### src/rtl/approx_err_pkg.sv
// Shared types, constants and helpers for the approximate-adder error monitor.
// Optional squared-error output is enabled by APPROX_ERR_MONITOR_SQERR_EN.
package approx_err_pkg;

    typedef enum logic [1:0] {
        IDLE,
        RUN,
        DRAIN,
        DONE
    } state_t;

    localparam int PIPE_DEPTH = 2;

    // Add two values and clamp the result to the all-ones value of a w-bit field.
    // Operands are carried in 64 bits, so w must not exceed 64.
    function automatic logic [63:0] sat_add(
        input logic [63:0] a,
        input logic [63:0] b,
        input int          w
    );
        logic [64:0] sum;
        logic [64:0] lim;
        sum = {1'b0, a} + {1'b0, b};
        lim = (65'd1 << w) - 65'd1;
        if (sum > lim) begin
            return lim[63:0];
        end
        return sum[63:0];
    endfunction

endpackage

### src/rtl/approx_err_calc.sv
// Combinational error calculation: exact sum, signed difference, magnitude.
// Used in stage 1 of approx_err_monitor (APPROX_ERR_MONITOR_SQERR_EN has no effect here).
module approx_err_calc #(
    parameter int WIDTH = 8
) (
    input  logic [WIDTH-1:0] in1,
    input  logic [WIDTH-1:0] in2,
    input  logic [WIDTH:0]   approx_out,
    output logic [WIDTH:0]   abs_err,
    output logic             nz
);

    localparam int SW = WIDTH + 1;

    logic [WIDTH:0]          exact;
    logic signed [WIDTH+1:0] diff;

    assign exact   = {1'b0, in1} + {1'b0, in2};
    assign diff    = $signed({1'b0, approx_out}) - $signed({1'b0, exact});
    assign abs_err = diff[WIDTH+1] ? SW'(-diff) : SW'(diff);
    assign nz      = (abs_err != '0);

endmodule

### src/rtl/approx_err_monitor.sv
// Streaming error-statistics monitor for approximate adders (2-stage pipeline).
// Define APPROX_ERR_MONITOR_SQERR_EN to add the sq_err_sum output for MSE.
module approx_err_monitor
    import approx_err_pkg::*;
#(
    parameter int WIDTH = 8,
    parameter int CNT_W = 32,
    parameter int ACC_W = 48
) (
    input  logic                 clk,
    input  logic                 rst,
    input  logic                 start,
    input  logic [CNT_W-1:0]     window_len,
    input  logic                 clear,
    input  logic                 in_valid,
    output logic                 in_ready,
    input  logic [WIDTH-1:0]     in1,
    input  logic [WIDTH-1:0]     in2,
    input  logic [WIDTH:0]       approx_out,
    output logic                 busy,
    output logic                 done,
    output logic [CNT_W-1:0]     sample_cnt,
    output logic [CNT_W-1:0]     err_cnt,
    output logic [ACC_W-1:0]     abs_err_sum,
    output logic [WIDTH:0]       max_err
`ifdef APPROX_ERR_MONITOR_SQERR_EN
    ,
    output logic [ACC_W+WIDTH-1:0] sq_err_sum
`endif
);

    state_t           state_q;
    state_t           state_d;
    logic [CNT_W-1:0] win_len_q;
    logic [CNT_W-1:0] acc_cnt_q;
    logic [CNT_W-1:0] acc_cnt_inc;
    logic [1:0]       drain_cnt_q;
    logic             accept;
    logic             arm;
    logic             last_acc;

    logic [WIDTH:0]   calc_abs;
    logic             calc_nz;
    logic             s1_valid;
    logic [WIDTH:0]   s1_abs;
    logic             s1_nz;

    assign in_ready = (state_q == RUN);
    assign busy     = (state_q == RUN) || (state_q == DRAIN);
    assign done     = (state_q == DONE);
    assign accept   = in_valid && in_ready;
    assign arm      = start && ((state_q == IDLE) || (state_q == DONE));

    assign acc_cnt_inc = CNT_W'(sat_add(64'(acc_cnt_q), 64'd1, CNT_W));
    assign last_acc    = (win_len_q != '0) && (acc_cnt_inc == win_len_q);

    approx_err_calc #(
        .WIDTH(WIDTH)
    ) u_calc (
        .in1       (in1),
        .in2       (in2),
        .approx_out(approx_out),
        .abs_err   (calc_abs),
        .nz        (calc_nz)
    );

    // State register
    always_ff @(posedge clk or posedge rst) begin
        if (rst) begin
            state_q <= IDLE;
        end else begin
            state_q <= state_d;
        end
    end

    // Next-state logic; clear overrides everything
    always_comb begin
        state_d = state_q;
        if (clear) begin
            state_d = IDLE;
        end else begin
            unique case (state_q)
                IDLE:  if (start) state_d = RUN;
                RUN:   if (accept && last_acc) state_d = DRAIN;
                DRAIN: if (drain_cnt_q == 2'(PIPE_DEPTH - 1)) state_d = DONE;
                DONE:  if (start) state_d = RUN;
                default: state_d = IDLE;
            endcase
        end
    end

    // Window length latch, accepted-sample count and drain timer
    always_ff @(posedge clk or posedge rst) begin
        if (rst) begin
            win_len_q   <= '0;
            acc_cnt_q   <= '0;
            drain_cnt_q <= '0;
        end else if (clear) begin
            acc_cnt_q   <= '0;
            drain_cnt_q <= '0;
        end else begin
            if (arm) begin
                win_len_q <= window_len;
                acc_cnt_q <= '0;
            end else if (accept) begin
                acc_cnt_q <= acc_cnt_inc;
            end
            if (state_q == DRAIN) begin
                drain_cnt_q <= drain_cnt_q + 2'd1;
            end else begin
                drain_cnt_q <= '0;
            end
        end
    end

    // Stage 1: capture per-sample error of each accepted sample
    always_ff @(posedge clk or posedge rst) begin
        if (rst) begin
            s1_valid <= 1'b0;
            s1_abs   <= '0;
            s1_nz    <= 1'b0;
        end else if (clear) begin
            s1_valid <= 1'b0;
            s1_abs   <= '0;
            s1_nz    <= 1'b0;
        end else begin
            s1_valid <= accept;
            if (accept) begin
                s1_abs <= calc_abs;
                s1_nz  <= calc_nz;
            end
        end
    end

    // Stage 2: saturating accumulation of the window statistics
    always_ff @(posedge clk or posedge rst) begin
        if (rst) begin
            sample_cnt  <= '0;
            err_cnt     <= '0;
            abs_err_sum <= '0;
            max_err     <= '0;
        end else if (clear || arm) begin
            sample_cnt  <= '0;
            err_cnt     <= '0;
            abs_err_sum <= '0;
            max_err     <= '0;
        end else if (s1_valid) begin
            sample_cnt  <= CNT_W'(sat_add(64'(sample_cnt), 64'd1, CNT_W));
            err_cnt     <= CNT_W'(sat_add(64'(err_cnt), 64'(s1_nz), CNT_W));
            abs_err_sum <= ACC_W'(sat_add(64'(abs_err_sum), 64'(s1_abs), ACC_W));
            if (s1_abs > max_err) begin
                max_err <= s1_abs;
            end
        end
    end

`ifdef APPROX_ERR_MONITOR_SQERR_EN
    localparam int SQ_W = 2 * (WIDTH + 1);
    localparam int SQS_W = ACC_W + WIDTH;

    logic [SQ_W-1:0] s1_sq;

    assign s1_sq = {{(WIDTH + 1){1'b0}}, s1_abs} * {{(WIDTH + 1){1'b0}}, s1_abs};

    // Stage 2: saturating accumulation of squared error
    always_ff @(posedge clk or posedge rst) begin
        if (rst) begin
            sq_err_sum <= '0;
        end else if (clear || arm) begin
            sq_err_sum <= '0;
        end else if (s1_valid) begin
            sq_err_sum <= SQS_W'(sat_add(64'(sq_err_sum), 64'(s1_sq), SQS_W));
        end
    end
`endif

endmodule
### config.mk
export PLATFORM = sky130hd
export DESIGN_NAME = approx_err_monitor
export DESIGN_NICKNAME = d
export VERILOG_FILES = /design/src/rtl/approx_err_pkg.sv /design/src/rtl/approx_err_calc.sv /design/src/rtl/approx_err_monitor.sv
export SDC_FILE = /design/constraint.sdc
export NUM_CORES = 1
export LEC_CHECK = 0
export CORE_AREA = 5 5 223 225
export CTS_CLUSTER_SIZE = 12
export DETAILED_ROUTE_END_ITERATION = 10
export DIE_AREA = 0 0 228 230
export PLACE_DENSITY = 0.56
export SLEW_MARGIN = 10
export SYNTH_ARGS = -nofsm -noshare
export SYNTH_HDL_FRONTEND = slang
export SYNTH_SLANG_ARGS = --single-unit
### constraint.sdc
create_clock -name clk -period 6.6 [get_ports clk]
set_input_delay 1.32 -clock clk [delete_from_list [all_inputs] [get_ports clk]]
set_output_delay 1.32 -clock clk [all_outputs]
set_load 0.005 [all_outputs]
==> Word-level counts from Yosys, hierarchy flattened <==
Index checks and enable logic that the tools add are counted.
{ "word_totals": {"ff_bits": 200, "in_bits": 62, "output_inout_bits": 124} }
{ "op_classes": {"add_sub_neg": 8, "order_cmp": 5, "n_eq_ne": 8, "muxes": 43, "n_bitwise": 1, "reduce_logical": 18} }
{ "op_table": {"columns": ["operator", "count"], "rows": [
  ["$mux W32", 13],
  ["$mux W48", 4],
  ["$gt A33 B32 Y1 const B", 3],
  ["$add A32 B1 Y33 const B", 2],
  ["$mux W9", 6],
  ["$add A48 B9 Y49", 1],
  ["$gt A49 B48 Y1 const B", 1],
  ["$add A32 B1 Y33", 1],
  ["$eq A32 B32 Y1", 1],
  ["$reduce_bool A32 Y1", 1],
  ["$mux W1", 13],
  ["$mux W2", 6],
  ["$sub A9 B9 Y10", 1],
  ["$add A8 B8 Y9", 1],
  ["$gt A9 B9 Y1", 1],
  ["$neg A9 Y9", 1],
  ["$reduce_bool A9 Y1", 1],
  ["$ne A3 B2 Y1 const B", 2],
  ["$pmux W2 S3", 1],
  ["$reduce_bool A2 Y1", 3],
  ["$eq A2 B1 Y1 const B", 2],
  ["$eq A2 B2 Y1 const B", 2],
  ["$logic_and A1 B1 Y1", 4],
  ["$reduce_and A2 Y1", 2],
  ["other kinds (8)", 10]
]} }

==> Longest topological paths before layout <==
Gate-level depths: netlist of the first run.
{ "logic_depth": {"depth_word": 10, "depth_mapped": 15} }

==> Modules after synthesis <==
A second synthesis of the first run with hierarchy kept.
{ "unflattened": {"cells_unflattened": 1527, "area_unflattened_um2": 13381.6} }
{ "modules_own_cells": {"columns": ["module", "instances", "cells_per_inst", "area_each_um2", "seq_area_each_um2"], "rows": [
  ["approx_err_monitor", 1, 1407, 12474.5, 5004.8],
  ["approx_err_calc", 1, 120, 907.1, 0.0]
]} }

==> Worst setup path before layout of the first run <==
No wires, ideal clock.
{ "synth_timing": {"path_type": "input to register", "startpoint": "in in1[0]", "endpoint": "reg s1_nz", "setup_time_ns": 0.132, "t_arrival_ns": 3.818, "required_ns": 6.468, "path_slack_ns": 2.650, "path_stages": 15, "path_buffers": 0, "cell_sequence": "inv_1 fa_1 inv_1 ha_1 o21a_1 o21a_1 o21ai_0 a21o_1 a21oi_1 nor2_1 o21ai_0 xor2_1 nand2_1 nor4_1 o21ai_0"} }
{ "synth_between": {"elab_chain_len": 7} }
{ "synth_rtl": {"columns": ["element", "line", "rtl"], "rows": [
  ["start: declaration", "approx_err_monitor.sv:17", "input logic [WIDTH-1:0] in1,"],
  ["$add A8 B8 Y9 *", "approx_err_calc.sv:18", "assign exact = {1'b0, in1} + {1'b0, in2};"],
  ["$sub A9 B9 Y10 *", "approx_err_calc.sv:19", "assign diff = $signed({1'b0, approx_out}) - $signed({1'b0, exact});"],
  ["$neg A9 Y9", "approx_err_calc.sv:20", "assign abs_err = diff[WIDTH+1] ? SW'(-diff) : SW'(diff);"],
  ["$mux W9 *", "approx_err_calc.sv:20", null],
  ["$reduce_bool A9 Y1 *", "approx_err_calc.sv:21", "assign nz = (abs_err != '0);"],
  ["$mux W1 *", "approx_err_monitor.sv:128", "if (accept) begin"],
  ["$mux W1 *", "approx_err_monitor.sv:122", "end else if (clear) begin"],
  ["end signal: assignment", "approx_err_monitor.sv:130", "s1_nz <= calc_nz;"],
  ["end: declaration", "approx_err_monitor.sv:46", "logic s1_nz;"]
]} }
Every way passes the cells marked *; elsewhere a longest branch is shown, timed or not. The select of a mux whose other input is x is not followed.
A chain may end at the register's enable or synchronous reset.

==> Final worst setup path of the first run <==
{ "layout_timing": {"startpoint": "reg acc_cnt_q[0]", "endpoint": "reg state_q[1]"} }
{ "layout_between": {"elab_chain_len": 9} }
{ "layout_rtl": {"columns": ["element", "line", "rtl"], "rows": [
  ["start: declaration", "approx_err_monitor.sv:35", "logic [CNT_W-1:0] acc_cnt_q;"],
  ["start signal: assignment", "approx_err_monitor.sv:106", "acc_cnt_q <= acc_cnt_inc;"],
  ["$add A32 B1 Y33 *", "approx_err_pkg.sv:23", "sum = {1'b0, a} + {1'b0, b};"],
  ["$gt A33 B32 Y1", "approx_err_pkg.sv:25", "if (sum > lim) begin"],
  ["$mux W1", "approx_err_pkg.sv:25", null],
  ["$mux W32 *", "approx_err_pkg.sv:28", "return sum[63:0];"],
  ["$eq A32 B32 Y1 *", "approx_err_monitor.sv:55", "assign last_acc = (win_len_q != '0) && (acc_cnt_inc == win_len_q);"],
  ["$logic_and A1 B1 Y1 *", "approx_err_monitor.sv:55", null],
  ["$logic_and A1 B1 Y1 *", "approx_err_monitor.sv:84", "RUN: if (accept && last_acc) state_d = DRAIN;"],
  ["$ne A3 B2 Y1 (no source line) *", null, null],
  ["$reduce_and A3 Y1 (no source line) *", null, null],
  ["end signal: assignment", "approx_err_monitor.sv:72", "state_q <= state_d;"],
  ["end: declaration", "approx_err_monitor.sv:32", "state_t state_q;"]
]} }
Every way passes the cells marked *; elsewhere a longest branch is shown, timed or not.

==> summary.txt, run 1 <==
CTS
  • Clock Tree Root: clkbuf_16
  • H-tree levels: 4
  • Worst-skew pair later-pin latency: 0.49 ns
  • CTS sink cnt: 200
  • Worst-path clk slew: 0.08 ns
  • Post-CTS Hold Buffers: 0
  • Postcts setup bufs: 0
  • Resized Gates After CTS: 0
  • CTS tree: done
  • Clk buf depth: 2
  • Total CTS buffers: 17

Finish
  • Nets: 1,777
  • P&R area growth vs syn: 22.6%
  • Antenna diodes: 0
  • Layout cells sized above 1: 6.25%

Synth
  • Commonest cells post-synth: 200 x dfrtp_1, 143 x nor2_1, 129 x nand2_1
  • Synth warn: 0
  • Post-synth cell types: 79
  • Post-synth EDFFs: 0
  • Post-Syn Area: 0.0131 mm^2
  • Post-synth top area share: 38.1%
  • Post-synthesis sequential area ratio: 38.1%
  • Syn avg cell area: 8.55 um^2
  • Mapped Cells: 1,534
  • Mapped Nets: 1,645
  • Most common cell in the netlist: dfrtp_1
  • Area contributors post-synth: dfrtp_1 38%, o21ai_0 4.6%, nor2_1 4.1%
  • Post-synth top flop: dfrtp_1
  • Async S/R FF share, synth: 100%
  • Area leader, netlist: dfrtp_1
  • #FFs+latches synth: 200

Route
  • Met3 Routed Length: 2.51 mm
  • Vias per inst: 5.47
  • Via total after detailed routing: 12,500
  • Drt first-iter violations: 1,090
  • Wire length per cell: 18.9 um
  • Uppermost layer routed: met4
  • Initial DRT Pass Iterations: 5
  • Total wire length: 43.3 mm
  • M1 WL: 19.0 mm
  • WL met2: 21.1 mm
  • DRT antenna net count: 0
  • Drt drc: 0

Critical path
  • Critical-path maximum fanout: 20
  • Required time of the critical path: 7.00 ns
  • Reg2reg setup slack: 2.04 ns
  • Setup crit start kind: register
  • Crit path kind: reg -> reg
  • Critical Path AT: 4.96 ns
  • R2R Path End: state_q[1]
  • Worst r2r path cells: 12
  • R2R Path Start: acc_cnt_q[0]
  • CP Capture Type: register

STA
  • Fmax: 0.219 GHz
  • Final Skew: 0.0114 ns
  • Total negative setup slack: 0 ns
  • Fin. Hold Viols: 0
  • Slew Limit Fails: 0
  • Worst slew pin tran: 1.09 ns
  • # setup viols final: 0
  • RSZ-0062 raised after global routing: false
  • Slew margin rel.: 26.9%
  • Minimum clock period: 4.56 ns
  • Crit share post-route: 69.1%
  • Final Worst Setup Slack: 2.04 ns

Pwr
  • Leak: 6.20 nW
  • Worst vdd ir: 0.219 mV
  • PD cells: 224 mW/mm^2
  • Total chip power: 0.00361 W

Place
  • Placer Congestion: 0.892
  • IO Port Bufs: 185
  • Detailed Place HPWL: 31.2 mm
  • Pre-CTS setup slack: 1.70 ns

Die
  • Die area: 0.0524 mm^2
  • Overall die height: 230 um
  • Cell row count: 80
  • Die Width: 228 um
  • Core outline area: 0.0473 mm^2
  • # IOs: 186
  • Initial Utilization: 27.7%

Hold path
  • Hold Path Depth: 1
  • Hold Crit Class: reg -> reg
  • Hold Path End: drain_cnt_q[0]
  • Hold_sp: drain_cnt_q[0]

Global route
  • Vias in the first global route: 12,200
  • Largest net degree at the start of global routing: 154
  • First-pass GRT wire length: 69.1 mm
  • Overall global routing resource usage: 16.2%
  • Initial antenna violation count: 0
  • GR Overflow Total: 0

Job
  • Max Cap Violations: 0

Run status
  • Outcome: finished clean
-- routing by layer --
| layer | global-route usage [%] | up-vias |
|---|---|---|
| li1 | - | 5934 |
| met5 | 0 | - |
| met3 | 3.85 | 45 |
| met1 | 21.1 | 6191 |
| met2 | 27.4 | 376 |
| met4 | 4.01 | 0 |
-- logic make-up after synthesis --
kind of cell / after synthesis / share of synthesized area [%]
and+or+nand+nor: 615 / 24.0
AOI/OAI and AO/OA: 417 / 20.2
DFF: 200 / 38.1
buffers and inverters: 149 / 4.85
xor gates and xnor gates: 66 / 4.41
adders and majority gates: 49 / 5.19
muxes: 38 / 3.21
-- area by class of cell --
type | instances | area, um^2
multi-input cells | 1185 | 7500
clock inverters | 13 | 151
clock buffers | 19 | 453
inverters | 65 | 248
flip-flops and latches | 200 | 5010
fillers | 4909 | 31300
repair buffers | 197 | 1950
well taps | 615 | 769
-- how the worst max path moves through the flow --
stage / cells past startpoint / start / end / slack [ns]
6_report: 12 / acc_cnt_q[0] / state_q[1] / 2.04
5_1_grt: 12 / acc_cnt_q[0] / state_q[1] / 1.79
4_1_cts: 12 / acc_cnt_q[0] / state_q[1] / 2.08
3_5_place_dp: 12 / in_valid / state_q[1] / 1.70
3_3_place_gp: 12 / in_valid / state_q[1] / 1.81
2_1_floorplan: 15 / in1[0] / s1_nz / 2.65
-- critical path, cell delays in order (launching register included) --
cell,delay [ns]
dfrtp_1,0.53
ha_1,0.42
nand4_4,0.25
nor4_1,0.47
nand2_1,0.20
xor2_1,0.50
nor4_1,0.11
nand4_1,0.16
nand2_1,0.51
o31ai_1,0.25
or4b_4,0.54
a2111o_1,0.43
o31ai_1,0.07
-- report_power, final --
group	total (W)	internal, W	switching, W
registers	0.00158	0.00135	0.000230
logic	0.000905	0.000404	0.000501
clock network	0.00112	0.000559	0.000561
-- sequential cells by signal (all words and copies together), names as in the netlist --
signal,cells
acc_cnt_q,32
drain_cnt_q,2
s1_valid,1
err_cnt,32
sample_cnt,32
s1_abs,9
state_q,2
s1_nz,1
abs_err_sum,48
max_err,9
win_len_q,32
-- cells in the final DEF, fill, tap and decap left out, types with 26 or more instances in the layout --
master and n:
mux2_2 33, nor3_1 58, nand3_1 90, nor2_1 143
inv_1 63, xnor2_1 42, a311oi_1 26, dfrtp_1 199
nor4_1 29, nand2_1 127, o21ai_0 121, ha_1 40
a211oi_1 33, nand4_1 36, a31oi_1 32, a21oi_1 98
and3_1 45, clkdlybuf4s50_1 185
-- stage by stage --
| step | util [%] | cell area (um^2) | std cells | hold WS [ns] |
|---|---|---|---|---|
| floorplan | - | 13100 | 1534 | 0.408 |
| global placement | 32.7 | 15500 | 2262 | 0.417 |
| detailed placement | 32.7 | 15500 | 2262 | 0.426 |
| CTS | 34.0 | 16100 | 2294 | 0.437 |
| global route | 34.0 | 16100 | 2294 | 0.468 |
| finish | 34.0 | 16100 | 2294 | 0.436 |
No activity file was read; power rests on OpenSTA's default activity.
==> inputs of run 2 (changes only) <==
--- a/config.mk
+++ b/config.mk
@@ -9,7 +9,7 @@
 export CTS_CLUSTER_SIZE = 12
 export DETAILED_ROUTE_END_ITERATION = 10
 export DIE_AREA = 0 0 228 230
-export PLACE_DENSITY = 0.56
+export PLACE_DENSITY = 0.54
 export SLEW_MARGIN = 10
 export SYNTH_ARGS = -nofsm -noshare
 export SYNTH_HDL_FRONTEND = slang
==> constraint.sdc (replaced) <==
create_clock -name clk -period 4.2 [get_ports clk]
set_input_delay 0.84 -clock clk [delete_from_list [all_inputs] [get_ports clk]]
set_output_delay 0.84 -clock clk [all_outputs]
set_load 0.005 [all_outputs]
==> run 2 against run 1 <==
Wire length up 3.1%. Total power up 59%. Sequential power up 57%. Non-clock buffer count up 48. Cell count up 2.1%. Clock skew up 0.0023 ns. Register-to-register slack worse by 1.8 ns. Setup slack worse by 1.8 ns. Highest routed layer unchanged.
==> summary.txt, run 2 (synthesized netlist as in run 1, its figures left out) <==
Run status
  • Outcome: finished clean

Die
  • Die area: 0.0524 mm^2
  • Core outline area: 0.0473 mm^2
  • # IOs: 186
  • Die Width: 228 um
  • Initial Utilization: 27.7%
  • Overall die height: 230 um
  • Cell row count: 80

Route
  • Drt first-iter violations: 881
  • Drt drc: 0
  • Vias per inst: 5.45
  • Total wire length: 44.6 mm
  • DRT antenna net count: 0
  • Via total after detailed routing: 12,800
  • Wire length per cell: 19.0 um
  • Initial DRT Pass Iterations: 7

Finish
  • Commonest non-fill, non-tap cell in the layout: dfrtp_1
  • Register name with the most flops: abs_err_sum
  • P&R area growth vs syn: 25.5%
  • Antenna diodes: 0
  • Largest register FFs: 48
  • Most frequent cells in the layout: 199 x dfrtp_1, 185 x clkdlybuf4s50_1, 143 x nor2_1, 128 x nand2_1, 121 x o21ai_0
  • Layout cells sized above 1: 8.80%
  • Nets: 1,825

Critical path
  • Worst r2r path cells: 10
  • Largest stage delay on the critical path: 0.64 ns
  • Buf/Inv on CP: 0
  • Slowest cell on the critical path: or4_4
  • Critical Path AT: 4.35 ns
  • Critical-path maximum fanout: 9
  • Most common cell on crit path: or4_4
  • Crit path kind: reg -> reg
  • Setup crit start kind: register
  • Required time of the critical path: 4.60 ns
  • R2R Path End: state_q[1]
  • CP top delay family: simple AND/OR/NAND/NOR gates
  • Worst path cell trace: nand3_4 > or4_4 > or4_4 > xor2_1 > o2111ai_1 > nor4_1 > nand4b_1 > or4b_4 > a2111o_1 > o31ai_1
  • CP Capture Type: register
  • R2R Path Start: acc_cnt_q[5]
  • Reg2reg setup slack: 0.25 ns

CTS
  • Worst-skew pair later-pin latency: 0.50 ns
  • CTS sink cnt: 200
  • Clk buf depth: 2
  • Clock Tree Root: clkbuf_16
  • Worst-path clk slew: 0.08 ns
  • H-tree levels: 4
  • Total CTS buffers: 17
  • CTS tree: done
  • Postcts setup bufs: 0

Global route
  • Overall global routing resource usage: 16.8%
  • Initial antenna violation count: 0
  • Largest net degree at the start of global routing: 71
  • First-pass GRT wire length: 71.4 mm
  • Vias in the first global route: 12,500
  • GR Overflow Total: 0

STA
  • # setup viols final: 0
  • Crit share post-route: 94.0%
  • Worst slew pin tran: 1.05 ns
  • Slew margin rel.: 29.7%
  • Fmax: 0.253 GHz
  • Final Worst Setup Slack: 0.250 ns
  • Fin. Hold Viols: 0
  • Final Skew: 0.0136 ns
  • Slew Limit Fails: 0
  • Minimum clock period: 3.95 ns
  • RSZ-0062 raised after global routing: false

Hold path
  • Hold_sp: drain_cnt_q[0]
  • Hold Path End: drain_cnt_q[0]
  • Hold Crit Class: reg -> reg
  • Hold Path Depth: 1

Place
  • Pre-CTS setup slack: -0.0163 ns
  • Detailed Place HPWL: 32.5 mm
  • Placer Congestion: 0.949
  • IO Port Bufs: 185

Pwr
  • Total chip power: 0.00574 W
  • Worst vdd ir: 0.232 mV
  • Leak: 6.44 nW
  • PD cells: 348 mW/mm^2

Job
  • Max Cap Violations: 0
[run 2: cell types whose count changed in the layout (fill, tap and decap cells not counted), moves of 2 or more]
cell and change:
buf_12 +2, buf_4 +46, clkinv_4 -2, clkinvlp_4 +2
[run 2: stage by stage]
stage	cells	hold WS, ns	area, um^2	setup TNS [ns]	util [%]
after floorplan	1534	0.408	13100	0	-
after global placement	2310	0.420	15900	0	33.5
after detailed placement	2310	0.425	15900	-0.0163	33.5
after CTS	2342	0.444	16500	0	34.8
after global routing	2342	0.453	16500	0	34.8
final	2342	0.445	16500	0	34.8
[run 2: final cells by class]
type | instances | area (um^2)
clock buffer | 19 | 443
clock inverter | 13 | 156
fill | 4869 | 30900
inverter | 65 | 248
multi-input combinational | 1185 | 7510
sequential | 200 | 5010
tap | 615 | 769
timing repair buffer | 245 | 2340
[run 2: worst max-delay path by stage]
stage,startpoint,endpoint,slack (ns),cells after the start
floorplan,acc_cnt_q[0],state_q[1],0.60,13
global placement,in1[0],s1_nz,0.07,14
detailed placement,in1[0],s1_nz,-0.02,14
CTS,acc_cnt_q[1],state_q[1],0.27,14
global route,acc_cnt_q[1],state_q[1],0.06,13
finish,acc_cnt_q[5],state_q[1],0.25,10
[run 2: timing repair]
action	CTS	global route
hold buffers	0	0
gates resized for setup	0	2
setup endpoints to repair	0	1
[run 2: power by group]
part / switching, W / internal, W
clock network: 0.000867 / 0.000910
logic: 0.000808 / 0.000677
registers: 0.000350 / 0.00213
[run 2: per-layer routing]
metal / up-vias / GRT usage [%] / routed length, um
met5: - / 0 / 0
met4: 0 / 5.28 / 919
met3: 54 / 3.69 / 2500
met2: 405 / 27.6 / 21300
met1: 6275 / 22.2 / 19800
li1: 6036 / - / -
==> inputs of run 3 (changes only) <==
--- a/config.mk
+++ b/config.mk
@@ -5,7 +5,9 @@
 export SDC_FILE = /design/constraint.sdc
 export NUM_CORES = 1
 export LEC_CHECK = 0
+export CAP_MARGIN = 20
 export CORE_AREA = 5 5 223 225
+export CTS_BUF_LIST = sky130_fd_sc_hd__clkbuf_4
 export CTS_CLUSTER_SIZE = 12
 export DETAILED_ROUTE_END_ITERATION = 10
 export DIE_AREA = 0 0 228 230
==> run 3 against run 2 <==
Clock skew grew 0.024 ns. Critical path depth is the same. Register-to-register slack lost 0.02 ns.
==> summary.txt, run 3 (synthesized netlist as in run 1, its figures left out) <==
Critical path
  • Worst r2r path cells: 10
  • R2R Path Start: acc_cnt_q[5]
  • Critical-path maximum fanout: 9
  • R2R Path End: state_q[1]
  • Crit path kind: reg -> reg
  • Slowest cell on the critical path: or4_4
  • Worst setup path start: acc_cnt_q[5]
  • Worst path cell trace: nand3_4 > or4_4 > or4_4 > xor2_1 > o2111ai_1 > nor4_1 > nand4b_1 > or4b_4 > a2111o_1 > o31ai_1
  • CP Capture Type: register
  • Required time of the critical path: 4.87 ns
  • Critical Path AT: 4.64 ns
  • Setup crit start kind: register
  • Largest stage delay on the critical path: 0.63 ns
  • Reg2reg setup slack: 0.23 ns
  • Setup crit end: state_q[1]
  • Most common cell on crit path: or4_4

Global route
  • Vias in the first global route: 12,400
  • First-pass GRT wire length: 70.6 mm
  • Initial antenna violation count: 2
  • Largest net degree at the start of global routing: 71
  • Overall global routing resource usage: 16.6%
  • GR Overflow Total: 0

STA
  • Final Worst Setup Slack: 0.226 ns
  • Crit share post-route: 94.6%
  • Final Skew: 0.0374 ns
  • Minimum clock period: 3.97 ns
  • # setup viols final: 0
  • Hold WS: 0.453 ns
  • RSZ-0062 raised after global routing: false
  • Slew margin rel.: 28.2%
  • Fin. Hold Viols: 0
  • Worst slew pin tran: 1.08 ns
  • Fmax: 0.252 GHz
  • Slew Limit Fails: 0

Hold path
  • Hold Crit Class: reg -> reg
  • Hold Path Depth: 1

Route
  • Initial DRT Pass Iterations: 5
  • Total wire length: 44.3 mm
  • DRT antenna net count: 0
  • Drt first-iter violations: 956
  • Wire length per cell: 18.9 um
  • Vias per inst: 5.35
  • Via total after detailed routing: 12,600
  • Drt drc: 0

CTS
  • CTS tree: done
  • Worst-skew pair later-pin latency: 0.76 ns
  • H-tree levels: 4
  • CTS sink cnt: 200
  • Post-CTS Hold Buffers: 0
  • Total CTS buffers: 17
  • Clk buf depth: 2
  • Clock Tree Root: clkbuf_4
  • Worst-path clk slew: 0.17 ns

Die
  • Die Width: 228 um
  • Core outline area: 0.0473 mm^2
  • Initial Utilization: 27.7%
  • # IOs: 186
  • Die area: 0.0524 mm^2
  • Cell row count: 80
  • Overall die height: 230 um

Finish
  • Register name with the most flops: abs_err_sum
  • P&R area growth vs syn: 23.1%
  • Layout cells sized above 1: 8.80%
  • Post-layout util: 34.1%
  • Commonest non-fill, non-tap cell in the layout: dfrtp_1
  • Post-route design area: 0.0162 mm^2
  • Most frequent cells in the layout: 199 x dfrtp_1, 185 x clkdlybuf4s50_1, 143 x nor2_1, 128 x nand2_1, 121 x o21ai_0
  • Largest register FFs: 48
  • Nets: 1,826

Pwr
  • Total chip power: 0.00506 W
  • PD cells: 313 mW/mm^2
  • Leak: 6.29 nW
  • Worst vdd ir: 0.181 mV

Job
  • Max Cap Violations: 0

Place
  • Placer Congestion: 0.949
  • Pre-CTS setup slack: -0.00809 ns
  • Placement Cell Area: 0.0159 mm^2
  • Detailed Place HPWL: 32.5 mm
  • IO Port Bufs: 185

Run status
  • Outcome: finished clean
## run 3: cell types whose count changed in the layout (fill, tap and decap cells not counted), moves of 2 or more
| cell | previous run | this run |
|---|---|---|
| clkbuf_4 | 0 | 18 |
| diode_2 | 0 | 2 |
| clkbuf_16 | 17 | 0 |
| clkinv_1 | 1 | 3 |
## run 3: where the power goes
group,switching (W),internal [W]
registers,0.000352,0.00213
logic,0.000804,0.000677
clock network,0.000786,0.000314
total,0.00194,0.00312
## run 3: area by class of cell
| cell class | count | area (um^2) |
|---|---|---|
| timing repair buffer | 246 | 2350 |
| fill | 4953 | 31200 |
| inverter | 65 | 248 |
| clock buffer | 18 | 135 |
| tap | 615 | 769 |
| sequential | 200 | 5010 |
| clock inverter | 14 | 136 |
| multi-input combinational | 1185 | 7510 |
| antenna | 2 | 5.00 |
## run 3: how the worst min path moves through the flow
| stage | slack [ns] | startpoint | endpoint |
|---|---|---|---|
| after floorplan | 0.41 | drain_cnt_q[0] | drain_cnt_q[0] |
| after global placement | 0.42 | drain_cnt_q[0] | drain_cnt_q[0] |
| after detailed placement | 0.42 | drain_cnt_q[0] | drain_cnt_q[0] |
| after CTS | 0.42 | rst | acc_cnt_q[16] |
| after global routing | 0.46 | drain_cnt_q[0] | drain_cnt_q[0] |
| final | 0.45 | drain_cnt_q[0] | drain_cnt_q[0] |
## run 3: metal layers
metal / vias up / GRT usage, % / wire, um
met3: 57 / 3.86 / 2270
li1: 6037 / - / -
met1: 6137 / 21.8 / 20000
met5: - / 0 / 0
met4: 0 / 4.80 / 897
met2: 322 / 27.6 / 21200
## run 3: metrics by stage
stage          cells  setup TNS, ns
6_report        2345              0
5_1_grt         2345              0
4_1_cts         2343              0
3_5_place_dp    2311       -0.00809
3_3_place_gp    2310              0
2_1_floorplan   1534              0
## run 3: what timing repair did
item | 4_1_cts | 5_1_grt
buffers inserted | 0 | 0
endpoints found under the hold margin | 0 | 0
setup endpoints to repair | 0 | 1
resized for setup | 0 | 3
## run 3: worst max-delay path, delay by kind of cell, from the launching register on
family,cells,cell delay [ns]
compound gates,3,0.64
simple gates,6,2.31
xor+xnor,1,0.37
flops,1,0.56
